===== config.mk =====
export PLATFORM = sky130hd
export DESIGN_NAME = pipeline_ctrl
export DESIGN_NICKNAME = d
export VERILOG_FILES = /design/src/rtl/pipeline_ctrl.sv
export SDC_FILE = /design/constraint.sdc
export NUM_CORES = 1
export LEC_CHECK = 0
export ABC_AREA = 1
export ABC_CLOCK_PERIOD_IN_PS = 2100
export CORE_MARGIN = 3
export CORE_UTILIZATION = 39
export CTS_CLUSTER_DIAMETER = 200
export DETAILED_ROUTE_END_ITERATION = 12
export GPL_TIMING_DRIVEN = 0
export PLACE_DENSITY = 0.82
export SYNTH_ARGS = -nofsm -noshare
export SYNTH_HDL_FRONTEND = slang
export SYNTH_SLANG_ARGS = --single-unit

===== constraint.sdc =====
create_clock -name clock_i -period 2.1 [get_ports clock_i]
set_input_delay 0.63 -clock clock_i [delete_from_list [all_inputs] [get_ports clock_i]]
set_output_delay 0.63 -clock clock_i [all_outputs]
set_load 0.01 [all_outputs]

===== src/rtl/pipeline_ctrl.sv =====
// pipeline_ctrl: stall/flush sequencer for the five-stage pipeline.
// It resolves three hazards: load-use (ID/EX bubble), taken branch (IF/ID flush),
// and multi-cycle data-memory access (whole-pipeline freeze with a start/ack
// handshake and a timeout watchdog that traps into a sticky error state).
// Optional feature: define PIPE_CTRL_PERF_EN to build the saturating stall-cycle
// counter. Without it, stall_cycles_o is tied to zero.
module pipeline_ctrl #(
    parameter int MEM_TIMEOUT = 255,
    parameter int STALL_CNT_W = 16
) (
    input  logic                   clock_i,
    input  logic                   rst_i,
    input  logic                   IDEX_memread_i,
    input  logic [4:0]             IDEX_rd_i,
    input  logic [4:0]             IFID_rs1_i,
    input  logic [4:0]             IFID_rs2_i,
    input  logic                   branch_taken_i,
    input  logic                   mem_req_i,
    input  logic                   mem_ack_i,
    output logic                   pc_enable_o,
    output logic                   IFID_enable_o,
    output logic                   IFID_flush_o,
    output logic                   IDEX_enable_o,
    output logic                   IDEX_flush_o,
    output logic                   EXMEM_enable_o,
    output logic                   MEMWB_enable_o,
    output logic                   mem_start_o,
    output logic                   error_o,
    output logic [STALL_CNT_W-1:0] stall_cycles_o
);

    typedef enum logic [1:0] {
        ST_RUN  = 2'd0,
        ST_WAIT = 2'd1,
        ST_ERR  = 2'd2
    } state_t;

    // Timer value of the last WAIT cycle that may still see an ack.
    localparam logic [15:0] TIMER_LAST = 16'(MEM_TIMEOUT - 1);

    state_t      state_r;
    logic [15:0] timer_r;
    logic        load_use_s;
    logic        pc_enable_s;
    logic        ifid_enable_s;
    logic        ifid_flush_s;
    logic        idex_enable_s;
    logic        idex_flush_s;
    logic        exmem_enable_s;
    logic        memwb_enable_s;
    logic        mem_start_s;
    logic        error_s;

    // Detect a load in EX whose destination feeds the instruction in ID.
    always_comb begin
        load_use_s = IDEX_memread_i & (IDEX_rd_i != 5'd0) &
                     ((IDEX_rd_i == IFID_rs1_i) | (IDEX_rd_i == IFID_rs2_i));
    end

    // Decode pipeline controls from state and hazard inputs (freeze > load-use > branch).
    always_comb begin
        pc_enable_s    = 1'b0;
        ifid_enable_s  = 1'b0;
        ifid_flush_s   = 1'b0;
        idex_enable_s  = 1'b0;
        idex_flush_s   = 1'b0;
        exmem_enable_s = 1'b0;
        memwb_enable_s = 1'b0;
        mem_start_s    = 1'b0;
        error_s        = 1'b0;
        if (!rst_i) begin
            // Hold everything and clear the front-end registers while in reset.
            ifid_flush_s = 1'b1;
            idex_flush_s = 1'b1;
        end else begin
            case (state_r)
                ST_RUN: begin
                    if (mem_req_i) begin
                        // Launch the access; the whole pipeline freezes.
                        mem_start_s = 1'b1;
                    end else if (load_use_s) begin
                        // Hold PC and IF/ID, push a bubble into ID/EX; branch ignored.
                        idex_enable_s  = 1'b1;
                        idex_flush_s   = 1'b1;
                        exmem_enable_s = 1'b1;
                        memwb_enable_s = 1'b1;
                    end else begin
                        pc_enable_s    = 1'b1;
                        ifid_enable_s  = 1'b1;
                        idex_enable_s  = 1'b1;
                        exmem_enable_s = 1'b1;
                        memwb_enable_s = 1'b1;
                        ifid_flush_s   = branch_taken_i;
                    end
                end
                ST_WAIT: begin
                    if (mem_ack_i) begin
                        // Access done: the pipeline advances in this same cycle.
                        pc_enable_s    = 1'b1;
                        ifid_enable_s  = 1'b1;
                        idex_enable_s  = 1'b1;
                        exmem_enable_s = 1'b1;
                        memwb_enable_s = 1'b1;
                        idex_flush_s   = load_use_s;
                        ifid_flush_s   = branch_taken_i & ~load_use_s;
                    end else begin
                        // Still frozen: every control keeps its inactive default.
                        mem_start_s = 1'b0;
                    end
                end
                ST_ERR: begin
                    error_s = 1'b1;
                end
                default: begin
                    error_s = 1'b0;
                end
            endcase
        end
    end

    // Sequence RUN/WAIT/ERR and run the memory-timeout watchdog.
    always_ff @(posedge clock_i) begin
        if (!rst_i) begin
            state_r <= ST_RUN;
            timer_r <= 16'd0;
        end else begin
            case (state_r)
                ST_RUN: begin
                    if (mem_req_i) begin
                        state_r <= ST_WAIT;
                        timer_r <= 16'd0;
                    end
                end
                ST_WAIT: begin
                    if (mem_ack_i) begin
                        state_r <= ST_RUN;
                    end else begin
                        timer_r <= timer_r + 16'd1;
                        if (timer_r == TIMER_LAST) begin
                            state_r <= ST_ERR;
                        end
                    end
                end
                ST_ERR: begin
                    state_r <= ST_ERR;
                end
                default: begin
                    state_r <= ST_RUN;
                end
            endcase
        end
    end

`ifdef PIPE_CTRL_PERF_EN
    localparam logic [STALL_CNT_W-1:0] STALL_ONE = {{(STALL_CNT_W-1){1'b0}}, 1'b1};
    localparam logic [STALL_CNT_W-1:0] STALL_MAX = {STALL_CNT_W{1'b1}};

    logic [STALL_CNT_W-1:0] stall_cnt_r;

    // Count cycles in which the PC is held, saturating at all-ones.
    always_ff @(posedge clock_i) begin
        if (!rst_i) begin
            stall_cnt_r <= {STALL_CNT_W{1'b0}};
        end else if (!pc_enable_s && (stall_cnt_r != STALL_MAX)) begin
            stall_cnt_r <= stall_cnt_r + STALL_ONE;
        end
    end

    assign stall_cycles_o = stall_cnt_r;
`else
    assign stall_cycles_o = {STALL_CNT_W{1'b0}};
`endif

    assign pc_enable_o    = pc_enable_s;
    assign IFID_enable_o  = ifid_enable_s;
    assign IFID_flush_o   = ifid_flush_s;
    assign IDEX_enable_o  = idex_enable_s;
    assign IDEX_flush_o   = idex_flush_s;
    assign EXMEM_enable_o = exmem_enable_s;
    assign MEMWB_enable_o = memwb_enable_s;
    assign mem_start_o    = mem_start_s;
    assign error_o        = error_s;

endmodule

-- Word-level counts from Yosys, hierarchy flattened
Cells that the tools add are included.
- input bits: 21
- logic and storage cells: 51
- output and inout port bits: 25
- register bits: 18
- muxes and demuxes: 30
- add/sub/neg operators: 1
- equality and inequality tests: 8
- reductions and logical operators: 5
- bitwise operators: 5
- operator list (cell ; number):
    $mux W16 ; 2
    $pmux W16 S2 ; 1
    $mux W1 ; 19
    $add A16 B1 Y16 const B ; 1
    $eq A16 B8 Y1 const B ; 1
    $eq A5 B5 Y1 ; 2
    $pmux W1 S2 ; 4
    $mux W2 ; 3
    $pmux W2 S3 ; 1
    $reduce_bool A5 Y1 ; 1
    $ne A2 B2 Y1 const B ; 2
    $and A1 B1 Y1 ; 3
    $ne A3 B3 Y1 const B ; 1
    $reduce_and A3 Y1 ; 1
    $eq A2 B1 Y1 const B ; 1
    $eq A2 B2 Y1 const B ; 1
    $logic_not A2 Y1 ; 1
    $reduce_and A2 Y1 ; 1
    $reduce_bool A2 Y1 ; 1
    $not A1 Y1 ; 1
    $or A1 B1 Y1 ; 1

-- Depth between registers and ports, before layout
Gate-level depths: netlist (run 1).
- depth in word-level cells: 8
- gate-level depth with buffers: 10
- mapped depth without buffers: 9

-- Worst setup path before layout (run 1)
Ideal clock, no wire load.
- kind: input to output
- start point: input port mem_req_i
- end point: output port pc_enable_o
- setup slack: 41 ps
- data required time: 1470 ps
- arrival: 1429 ps
- buffers on the path: 1
- stages on the path: 8
- path through: inv_1 -> nand2_1 -> nand2_1 -> inv_1 -> nor2_1 -> nand2_1 -> inv_1 -> buf_4
- longest elaborated chain between the ends: 3
- RTL lines (item ; RTL line ; source):
    start, declared ; 18 ; input logic mem_req_i,
    $mux W1 ; - ;
    $pmux W1 S2 ; - ;
    $mux W1 ; - ;
    end, declared ; 20 ; output logic pc_enable_o,
No other way between the ends.

-- Worst setup path in the final report (run 1)
- start point: input port IFID_rs2_i[0]
- end point: output port pc_enable_o
- longest elaborated chain between the ends: 7
- RTL lines (item ; RTL line ; source):
    start, declared ; 16 ; input logic [4:0] IFID_rs2_i,
    $eq A5 B5 Y1 ; 57 ; ((IDEX_rd_i == IFID_rs1_i) | (IDEX_rd_i == IFID_rs2_i));
    $or A1 B1 Y1 ; 57 ;
    $and A1 B1 Y1 ; 56 ; load_use_s = IDEX_memread_i & (IDEX_rd_i != 5'd0) &
    $mux W1 ; 81 ; end else if (load_use_s) begin
    $mux W1 ; 78 ; if (mem_req_i) begin
    $pmux W1 S2 ; 76 ; case (state_r)
    $mux W1 ; 71 ; if (!rst_i) begin
No other way between the ends.

==> reports/results.ini, run 1 <==
[logic_synthesis]
netlist_top_cells_area=dfxtp_1 (26%), nand2_1 (12%), buf_4 (11%), inv_1 (11%), nor2_1 (7.4%)
avgSynthCellArea_sq_um=6.24
ys_seq_area_frac=0.263
synth_cell_type_count=25
synth-seq-cells=18
synth-edff-count=0
netlist_area_sq_um=1370
synthTopCellsByCount=nand2_1 (45), inv_1 (40), nor2_1 (27)
async_flop_share=0
synthFlopType=dfxtp_1
syn_inst=220
yosysTopAreaCell=dfxtp_1
yosysMostFrequentCell=nand2_1
ys.warnings.count=0
synth_top_area_frac=0.263

[timing]
max_freq_ghz=0.453
finClkSkew_ps=2.56
rsz0062_at_grt=true
fin_ws_ps=-107
final_hold_viol_count=0
min_period_over_period=1.05
finalSetupTns_ps=-239
fin_hold_ws_ps=490
slew_viol_final=0
post-route-min-period_ps=2210
setup_viol=4

[cts]
clkLatencyLatePin_ps=290
cts_buffers=3
cts_hold_buf=0
clock_path_buffers=2
cts_tree=built
cts.sinks=18
clkTransAtPathRegs_ps=100
clockRootBuffer=clkbuf_4
htree_levels=1

[floorplan]
row_count=20
ioPinCount=46
dieArea_sq_um=4270
initial_utilization=0.429
die_w_um=65.3
core-area_sq_um=3200
die_y_um=65.3

[critical_path]
crit_fanout=2
start_kind=primary input
cp_data_required_time_ps=1470
r2r-start=timer_r[1]$_SDFFE_PN0P_
worstPathCellList=buf_6, xor2_2, nor2_2, nand3_1, nand2_1, nand3_1, nand2_1, inv_2, buf_6, buf_6
crit_top_cell=buf_6
cp-end-kind=output pin
cp_slowest_cell=xor2_2
path_class=in2out
crit_buf_inv=4
cpPeakStageDelay_ps=160
critical_path_arrival_ps=1580
critPathLaunch=IFID_rs2_i[0]
cp_top_family=simple AND/OR/NAND/NOR gates

[layout]
syn2layout_area_growth_pct=33.1
antenna_cells=0
fill_cells=325
layout.nets=296
drive_gt1_frac=0.290

[grt]
grt_antenna_before_repair=0
grt_usage=0.155
grt_max_degree=11
grt_pass1_vias=1268
grt_pass1_wl_um=5400
overflow=0

[worst_hold_path]
hold_path_class=reg2reg
hold_path_startpoint=timer_r[14]$_SDFFE_PN0P_

[routing]
first_iter_violations=95
wl_met3_um=137
route.met2.wl_um=1670
drt.antenna.violating_nets=0
totalWireLength_um=3240
via_per_inst=4.44
wire_per_inst_um=10.2
vias=1404
drc=0
wl_met1_um=1410
highest_layer=met4
dr.pass1.iters=4

[power]
power_density_nw_per_um2=457
p_leak_nw=0.942
ir_worst_vdd_uv=157

[run]
cap_violations=0

[outcome]
violations=negative setup slack
status=complete, but fails checks

[place]
hpwlAfterDp_um=2530
portBuffers=29
place_congestion=0.859

kinds of logic (layout without fill, tap and decap cells):
family,Yosys count,after routing,synth area share
DFF,18,18,0.263
AOI/OAI and AO/OA,23,23,0.0857
buffers and inverters,62,99,0.228
adders and majority gates,2,2,0.0182
xor gates and xnor gates,4,4,0.0255
and+or+nand+nor,110,110,0.377
other,1,16,0.00273
stage by stage:
stage	total power [mW]	setup WS (ps)	std cells	utilization	instance area, sq um
finish	0.835	-107	316	0.570	1830
global route	0.881	-195	316	0.570	1830
CTS	0.819	-111	315	0.556	1780
detailed placement	0.613	-952	308	0.554	1770
global placement	0.608	-926	308	0.554	1770
floorplan	0.517	40.7	235	-	1430
final timing paths:
| check | slack, ps | depth (start not counted) | endpoint |
|---|---|---|---|
| setup / recovery | -110 | 10 | pc_enable_o |
| hold / removal | 490 | 2 | timer_r[14]$_SDFFE_PN0P_ |
| setup reg to reg | 680 | 7 | timer_r[14]$_SDFFE_PN0P_ |
| hold reg to reg | 490 | 2 | timer_r[14]$_SDFFE_PN0P_ |
where the power goes:
part | switching, mW | leakage, nW | total (mW) | internal [mW]
clock network | 0.105 | 0.0210 | 0.210 | 0.106
logic | 0.140 | 0.774 | 0.262 | 0.122
registers | 0.0119 | 0.146 | 0.363 | 0.351
total | 0.256 | 0.942 | 0.835 | 0.579
cell type report:
class / instances / area (sq um) / area share
well taps: 44 / 55.1 / 0.0301
repair buffers: 33 / 258 / 0.141
inverters: 42 / 165 / 0.0904
clock buffers: 4 / 36.3 / 0.0199
plain buffers: 20 / 154 / 0.0842
multi-input cells: 155 / 796 / 0.436
flip-flops and latches: 18 / 363 / 0.199
repair_timing:
action | in CTS | in global routing
setup endpoints to repair | 9 | 7
pin swaps | 21 | 13
setup buffers | 3 | 1
resized for setup | 106 | 19
state kept, by name, indices dropped and copies added, names as in the netlist:
| name | count |
|---|---|
| state_r | 2 |
| timer_r | 16 |
worst register-to-register path, stage by stage, from the launching register on:
cell and delay [ps]:
dfxtp_1 410, ha_1 240, nand3_1 120, nor2_1 130
nand3_1 110, nor2_2 150, nand3_1 90, a21oi_1 120
cells in the final DEF (no fill, tap or decap):
cell / instances
clkdlybuf4s50_1: 1
o21a_1: 1
nor2_1: 24
nor3_2: 1
buf_6: 7
nand3_2: 1
xor2_2: 1
nand2_1: 41
inv_6: 1
clkbuf_8: 1
xor2_1: 1
nor2_8: 1
buf_2: 12
nor2_2: 3
nor2_4: 4
clkdlybuf4s15_1: 1
and2_0: 1
nand3_1: 15
ha_1: 2
nand4_1: 5
buf_4: 24
inv_1: 33
conb_1: 16
nand3b_2: 1
buf_8: 1
o21ai_1: 2
dlygate4sd2_1: 6
nor3_1: 6
o21ai_0: 10
inv_2: 7
xnor2_1: 2
inv_4: 1
dfxtp_2: 2
nand2_2: 6
a21oi_1: 10
dfxtp_1: 16
clkbuf_4: 3
clkbuf_2: 1
nand2_4: 1
per-layer routing:
metal | track usage | up-vias
li1 | - | 754
met1 | 0.190 | 615
met2 | 0.288 | 33
met3 | 0.0291 | 2
met4 | 0.0181 | 0
met5 | 0 | -
(Power assumes the default switching activity.)
==> inputs of run 2 (changes only) <==
- CORE_UTILIZATION: 39 -> 44
- PLACE_DENSITY: 0.82 -> 0.9
==> reports/results.ini, run 2 (same netlist as run 1, synthesis figures left out) <==
[outcome]
status=complete, but fails checks
violations=negative setup slack

[layout]
layout.nets=293  ; -1.0%
drive_gt1_frac=0.327  ; +0.0367
stdcell_area_sq_um=1860  ; +2.0%
antenna_cells=0  ; unchanged
syn2layout_area_growth_pct=35.7
layout_common_cells=nand2_1 (35), inv_1 (29), nor2_1 (23)
largest_reg_flops=16  ; unchanged
final_common_cell=nand2_1
top_regs=timer_r x16, state_r x2
fill_cells=252  ; -22%
top_register=timer_r
finalCoreUtilization=0.653  ; +0.0828
finalNonFillerCells=300  ; -5.1%

[cts]
clockRootBuffer=clkbuf_4
cts.sinks=18  ; unchanged
htree_levels=1  ; unchanged
cts_buffers=3  ; unchanged
clkTransAtPathRegs_ps=100  ; about the same
cts_tree=built
cts_hold_buf=0  ; unchanged
clock_path_buffers=2  ; unchanged
clkLatencyLatePin_ps=300  ; about the same

[timing]
max_freq_ghz=0.460  ; +1.4%
rsz0062_at_grt=true
slew_viol_final=0  ; unchanged
finClkSkew_ps=6.00  ; +3.44 ps
min_period_over_period=1.04  ; -0.0150
fin_ws_ps=-75.7  ; +31.5 ps
setup_viol=3  ; -1
final_hold_viol_count=0  ; unchanged
post-route-min-period_ps=2180  ; -31.5 ps

[floorplan]
row_count=19  ; -5.0%
die_y_um=61.9  ; -5.3%
core-area_sq_um=2850  ; -11%
die_w_um=61.9  ; -5.3%
initial_utilization=0.481  ; +0.0526
dieArea_sq_um=3830  ; -10%
ioPinCount=46  ; unchanged

[critical_path]
r2r_cells=7  ; unchanged
reg2reg_to=timer_r[14]$_SDFFE_PN0P_
cpPeakStageDelay_ps=150  ; about the same
ff2ff_setup_slack_ps=710  ; +30 ps
crit_fanout=2  ; unchanged
path_class=in2out
crit_top_cell=buf_6
start_kind=primary input
critical_path_arrival_ps=1550  ; -30 ps
worstPathCellList=buf_6, xor2_1, nor2_2, nand3_1, nand2_1, nand3_1, nand2_2, inv_2, buf_6, buf_6
cp_data_required_time_ps=1470  ; about the same
r2r-start=timer_r[1]$_SDFFE_PN0P_
cp_slowest_cell=xor2_1
cp-end-kind=output pin

[worst_hold_path]
hold_path_startpoint=timer_r[13]$_SDFFE_PN0P_
hold_path_class=reg2reg
holdPathStages=2  ; unchanged
holdPathEnd=timer_r[14]$_SDFFE_PN0P_

[grt]
grt_usage=0.174  ; +0.0188
grt_antenna_before_repair=0  ; unchanged
grt_pass1_vias=1260  ; -0.63%
grt_pass1_wl_um=5090  ; -5.6%
overflow=0  ; unchanged
grt_max_degree=11  ; unchanged

[run]
cap_violations=0  ; unchanged

[place]
numPlacedInstances=295  ; -4.2%
portBuffers=29  ; unchanged
place_congestion=0.832  ; -3.2%
hpwlAfterDp_um=2450  ; -2.9%
place_area_sq_um=1760  ; -0.92%

[routing]
dr.pass1.iters=4  ; unchanged
totalWireLength_um=3090  ; -4.6%
drt.antenna.violating_nets=0  ; unchanged
vias=1415  ; +0.78%
wire_per_inst_um=10.3  ; +0.45%
first_iter_violations=43  ; -55%
drc=0  ; unchanged
via_per_inst=4.72  ; +6.2%

[power]
power_density_nw_per_um2=450  ; -1.5%
p_leak_nw=0.937  ; -0.54%
ir_worst_vdd_uv=371  ; +140%

==> run 2: worst max path at each step <==
| stage | startpoint | to | depth (start not counted) |
|---|---|---|---|
| after global placement | IDEX_rd_i[1] | pc_enable_o | 12 |
| after floorplan | mem_req_i | pc_enable_o | 8 |
| after global routing | IDEX_rd_i[4] | pc_enable_o | 12 |
| after CTS | IFID_rs2_i[0] | pc_enable_o | 10 |
| after detailed placement | IDEX_rd_i[1] | IDEX_flush_o | 10 |
| final | IFID_rs2_i[0] | pc_enable_o | 10 |
==> run 2: cell type report <==
| type | instances | area, sq um | share of cell area |
|---|---|---|---|
| multi-input combinational | 155 | 823 | 0.442 |
| sequential | 18 | 363 | 0.195 |
| timing repair buffer | 30 | 283 | 0.152 |
| inverter | 42 | 165 | 0.0886 |
| buffer | 20 | 154 | 0.0826 |
| tap | 31 | 38.8 | 0.0208 |
| clock buffer | 4 | 36.3 | 0.0195 |
==> run 2: timing repair <==
| item | in CTS | in global routing |
|---|---|---|
| buffers inserted | 1 | 0 |
| gates resized for setup | 108 | 36 |
| pin swaps | 23 | 23 |
| endpoints found under the setup margin | 9 | 9 |
==> run 2: per-layer routing <==
metal	wire, um	vias up	global-route usage
met1	1300	617	0.209
met3	147	10	0.0351
li1	-	749	-
met4	58	0	0.0485
met5	0	-	0
met2	1590	39	0.312
==> run 2: worst max-delay path: cells and delay by family <==
kind          cells  cell delay [ps]
simple gates      5              420
xor+xnor          1              150
buf+inv           4              340
==> run 2: stage by stage <==
step | worst slack (ps) | TNS [ps] | power (mW) | hold WS [ps]
final | -75.7 | -115 | 0.838 | 486
after global routing | -133 | -404 | 0.889 | 509
after CTS | -105 | -186 | 0.820 | 484
after detailed placement | -943 | -6710 | 0.610 | 469
after global placement | -921 | -6620 | 0.606 | 461
after floorplan | 40.7 | 0 | 0.517 | 452
==> run 2: report_power, final <==
part           total [mW]  leakage [nW]  internal [mW]  switching [mW]
registers           0.362         0.146          0.351          0.0116
logic               0.266         0.769          0.126           0.140
clock network       0.210        0.0210          0.106           0.104
total               0.838         0.937          0.582           0.256
==> inputs of run 3 (changes only) <==
- ABC_CLOCK_PERIOD_IN_PS: 2100 -> 2800
- SKIP_LAST_GASP: not set -> 1
- SLEW_MARGIN: not set -> 5
- clock period: 2.1 -> 2.8 ns (I/O delays scaled with it)
==> reports/results.ini, run 3 (same netlist as run 1, synthesis figures left out) <==
[timing]
fin_ws_ps=71.8  ; +148 ps
finClkSkew_ps=8.52  ; +2.51 ps
rsz0062_at_grt=false
final_hold_viol_count=0  ; unchanged
max_freq_ghz=0.367
post-route-min-period_ps=2730
min_period_over_period=0.974
slew_viol_final=0  ; unchanged
setup_viol=0  ; -3

[critical_path]
worstPathCellList=dlygate4sd2_1, inv_1, nand2_2, nand2_2, inv_2, nor2_4, nand2_1, inv_2, clkdlybuf4s15_1
cp_slowest_cell=dlygate4sd2_1
cp-end-kind=output pin
critical_path_arrival_ps=1890  ; +340 ps
path_class=in2out
cpPeakStageDelay_ps=250  ; +100 ps
reg2reg_to=timer_r[14]$_SDFFE_PN0P_
r2r_cells=7  ; unchanged
ff2ff_setup_slack_ps=1410  ; +700 ps
start_kind=primary input
critPathLaunch=mem_req_i
crit_fanout=4  ; +2
r2r-start=timer_r[1]$_SDFFE_PN0P_
cp_data_required_time_ps=1960  ; +490 ps

[floorplan]
dieArea_sq_um=3830  ; unchanged
die_y_um=61.9  ; unchanged
row_count=19  ; unchanged
initial_utilization=0.481  ; unchanged
die_w_um=61.9  ; unchanged
core-area_sq_um=2850  ; unchanged
ioPinCount=46  ; unchanged

[layout]
finalNonFillerCells=300  ; unchanged
antenna_cells=0  ; unchanged
syn2layout_area_growth_pct=28.5
drive_gt1_frac=0.219  ; -0.108
top_register=timer_r
largest_reg_flops=16  ; unchanged
top_regs=timer_r x16, state_r x2
final_common_cell=nand2_1
layout_common_cells=nand2_1 (43), inv_1 (37), nor2_1 (23)
layout.nets=293  ; unchanged

[power]
p_leak_nw=0.913  ; -2.6%
ir_worst_vdd_uv=277  ; -25%
power_density_nw_per_um2=343  ; -24%

[routing]
via_per_inst=4.59  ; -2.7%
dr.pass1.iters=4  ; unchanged
totalWireLength_um=2940  ; -4.8%
vias=1377  ; -2.7%
drc=0  ; unchanged
wire_per_inst_um=9.80  ; -4.8%
first_iter_violations=61  ; +42%
drt.antenna.violating_nets=0  ; unchanged

[grt]
grt_pass1_wl_um=5080  ; -0.27%
overflow=0  ; unchanged
grt_antenna_before_repair=0  ; unchanged
grt_pass1_vias=1259  ; -0.079%
grt_max_degree=11  ; unchanged
grt_usage=0.173  ; -0.00127

[place]
numPlacedInstances=295  ; unchanged
portBuffers=29  ; unchanged
hpwlAfterDp_um=2450  ; unchanged
dp_slack_ps=-663  ; +280 ps
place_congestion=0.832  ; unchanged

[run]
cap_violations=0  ; unchanged

[cts]
clock_path_buffers=2  ; unchanged
cts_tree=built
cts_buffers=3  ; unchanged
clkTransAtPathRegs_ps=100  ; about the same
cts.sinks=18  ; unchanged
cts_hold_buf=0  ; unchanged
clockRootBuffer=clkbuf_4
htree_levels=1  ; unchanged
clkLatencyLatePin_ps=300  ; about the same

[worst_hold_path]
holdPathStages=2  ; unchanged
hold_path_class=reg2reg
holdPathEnd=timer_r[14]$_SDFFE_PN0P_
hold_path_startpoint=timer_r[13]$_SDFFE_PN0P_

[outcome]
status=complete, no violations

[run 3: changes by cell type in the layout (fill, tap and decap cells not counted), moves of 3 or more]
cell	before	now
inv_2	11	4
buf_2	5	2
clkbuf_2	1	9
nand2_1	35	43
clkdlybuf4s50_1	1	4
buf_6	13	1
inv_1	29	37
dlygate4sd2_1	3	7
nand2_2	12	4
[run 3: worst max path at each step]
| stage | endpoint | slack, ps | cells past startpoint |
|---|---|---|---|
| after floorplan | pc_enable_o | 320 | 8 |
| after global placement | pc_enable_o | -640 | 12 |
| after detailed placement | IDEX_flush_o | -660 | 10 |
| after CTS | IFID_flush_o | 0.2 | 9 |
| after global routing | IFID_enable_o | 0.8 | 9 |
| final | IFID_enable_o | 70 | 9 |
[run 3: critical path: cells and delay by family]
family	cells	cell delay, ps
AND/OR/NAND/NOR	4	370
buffers and inverters	5	680
[run 3: stage by stage]
stage | setup TNS [ps] | hold WS [ps] | util | power, mW | cell area, sq um
floorplan | 0 | 452 | - | 0.388 | 1430
global placement | -4100 | 461 | 0.616 | 0.455 | 1760
detailed placement | -4190 | 469 | 0.616 | 0.458 | 1760
CTS | 0 | 484 | 0.630 | 0.610 | 1800
global route | 0 | 509 | 0.618 | 0.644 | 1760
finish | 0 | 485 | 0.618 | 0.605 | 1760
[run 3: what timing repair did]
| item | CTS | global route |
|---|---|---|
| endpoints found under the setup margin | 9 | 6 |
| buffers inserted | 1 | 0 |
| pin swaps | 11 | 9 |
| gates resized for setup | 45 | 25 |
[run 3: metal layers]
layer  routed length (um)  global-route usage  up-vias  part of all wire
li1                     -                   -      746                 -
met1                 1290               0.211      601              0.44
met2                 1520               0.311       28              0.52
met3                  133              0.0351        2             0.045
met4                    6              0.0394        0            0.0020
met5                    0                   0        -                 0
[run 3: power by group]
| group | internal (mW) | switching, mW |
|---|---|---|
| logic | 0.0804 | 0.0967 |
| clock network | 0.0793 | 0.0784 |
| registers | 0.262 | 0.00752 |
[run 3: final cells by class]
cell class,count,area (sq um)
Timing Repair Buffer,30,235
Fill cell,274,1090
Multi-Input combinational cell,155,781
Buffer,20,150
Sequential cell,18,360
Inverter,42,163
Clock buffer,4,36.3
Tap cell,31,38.8
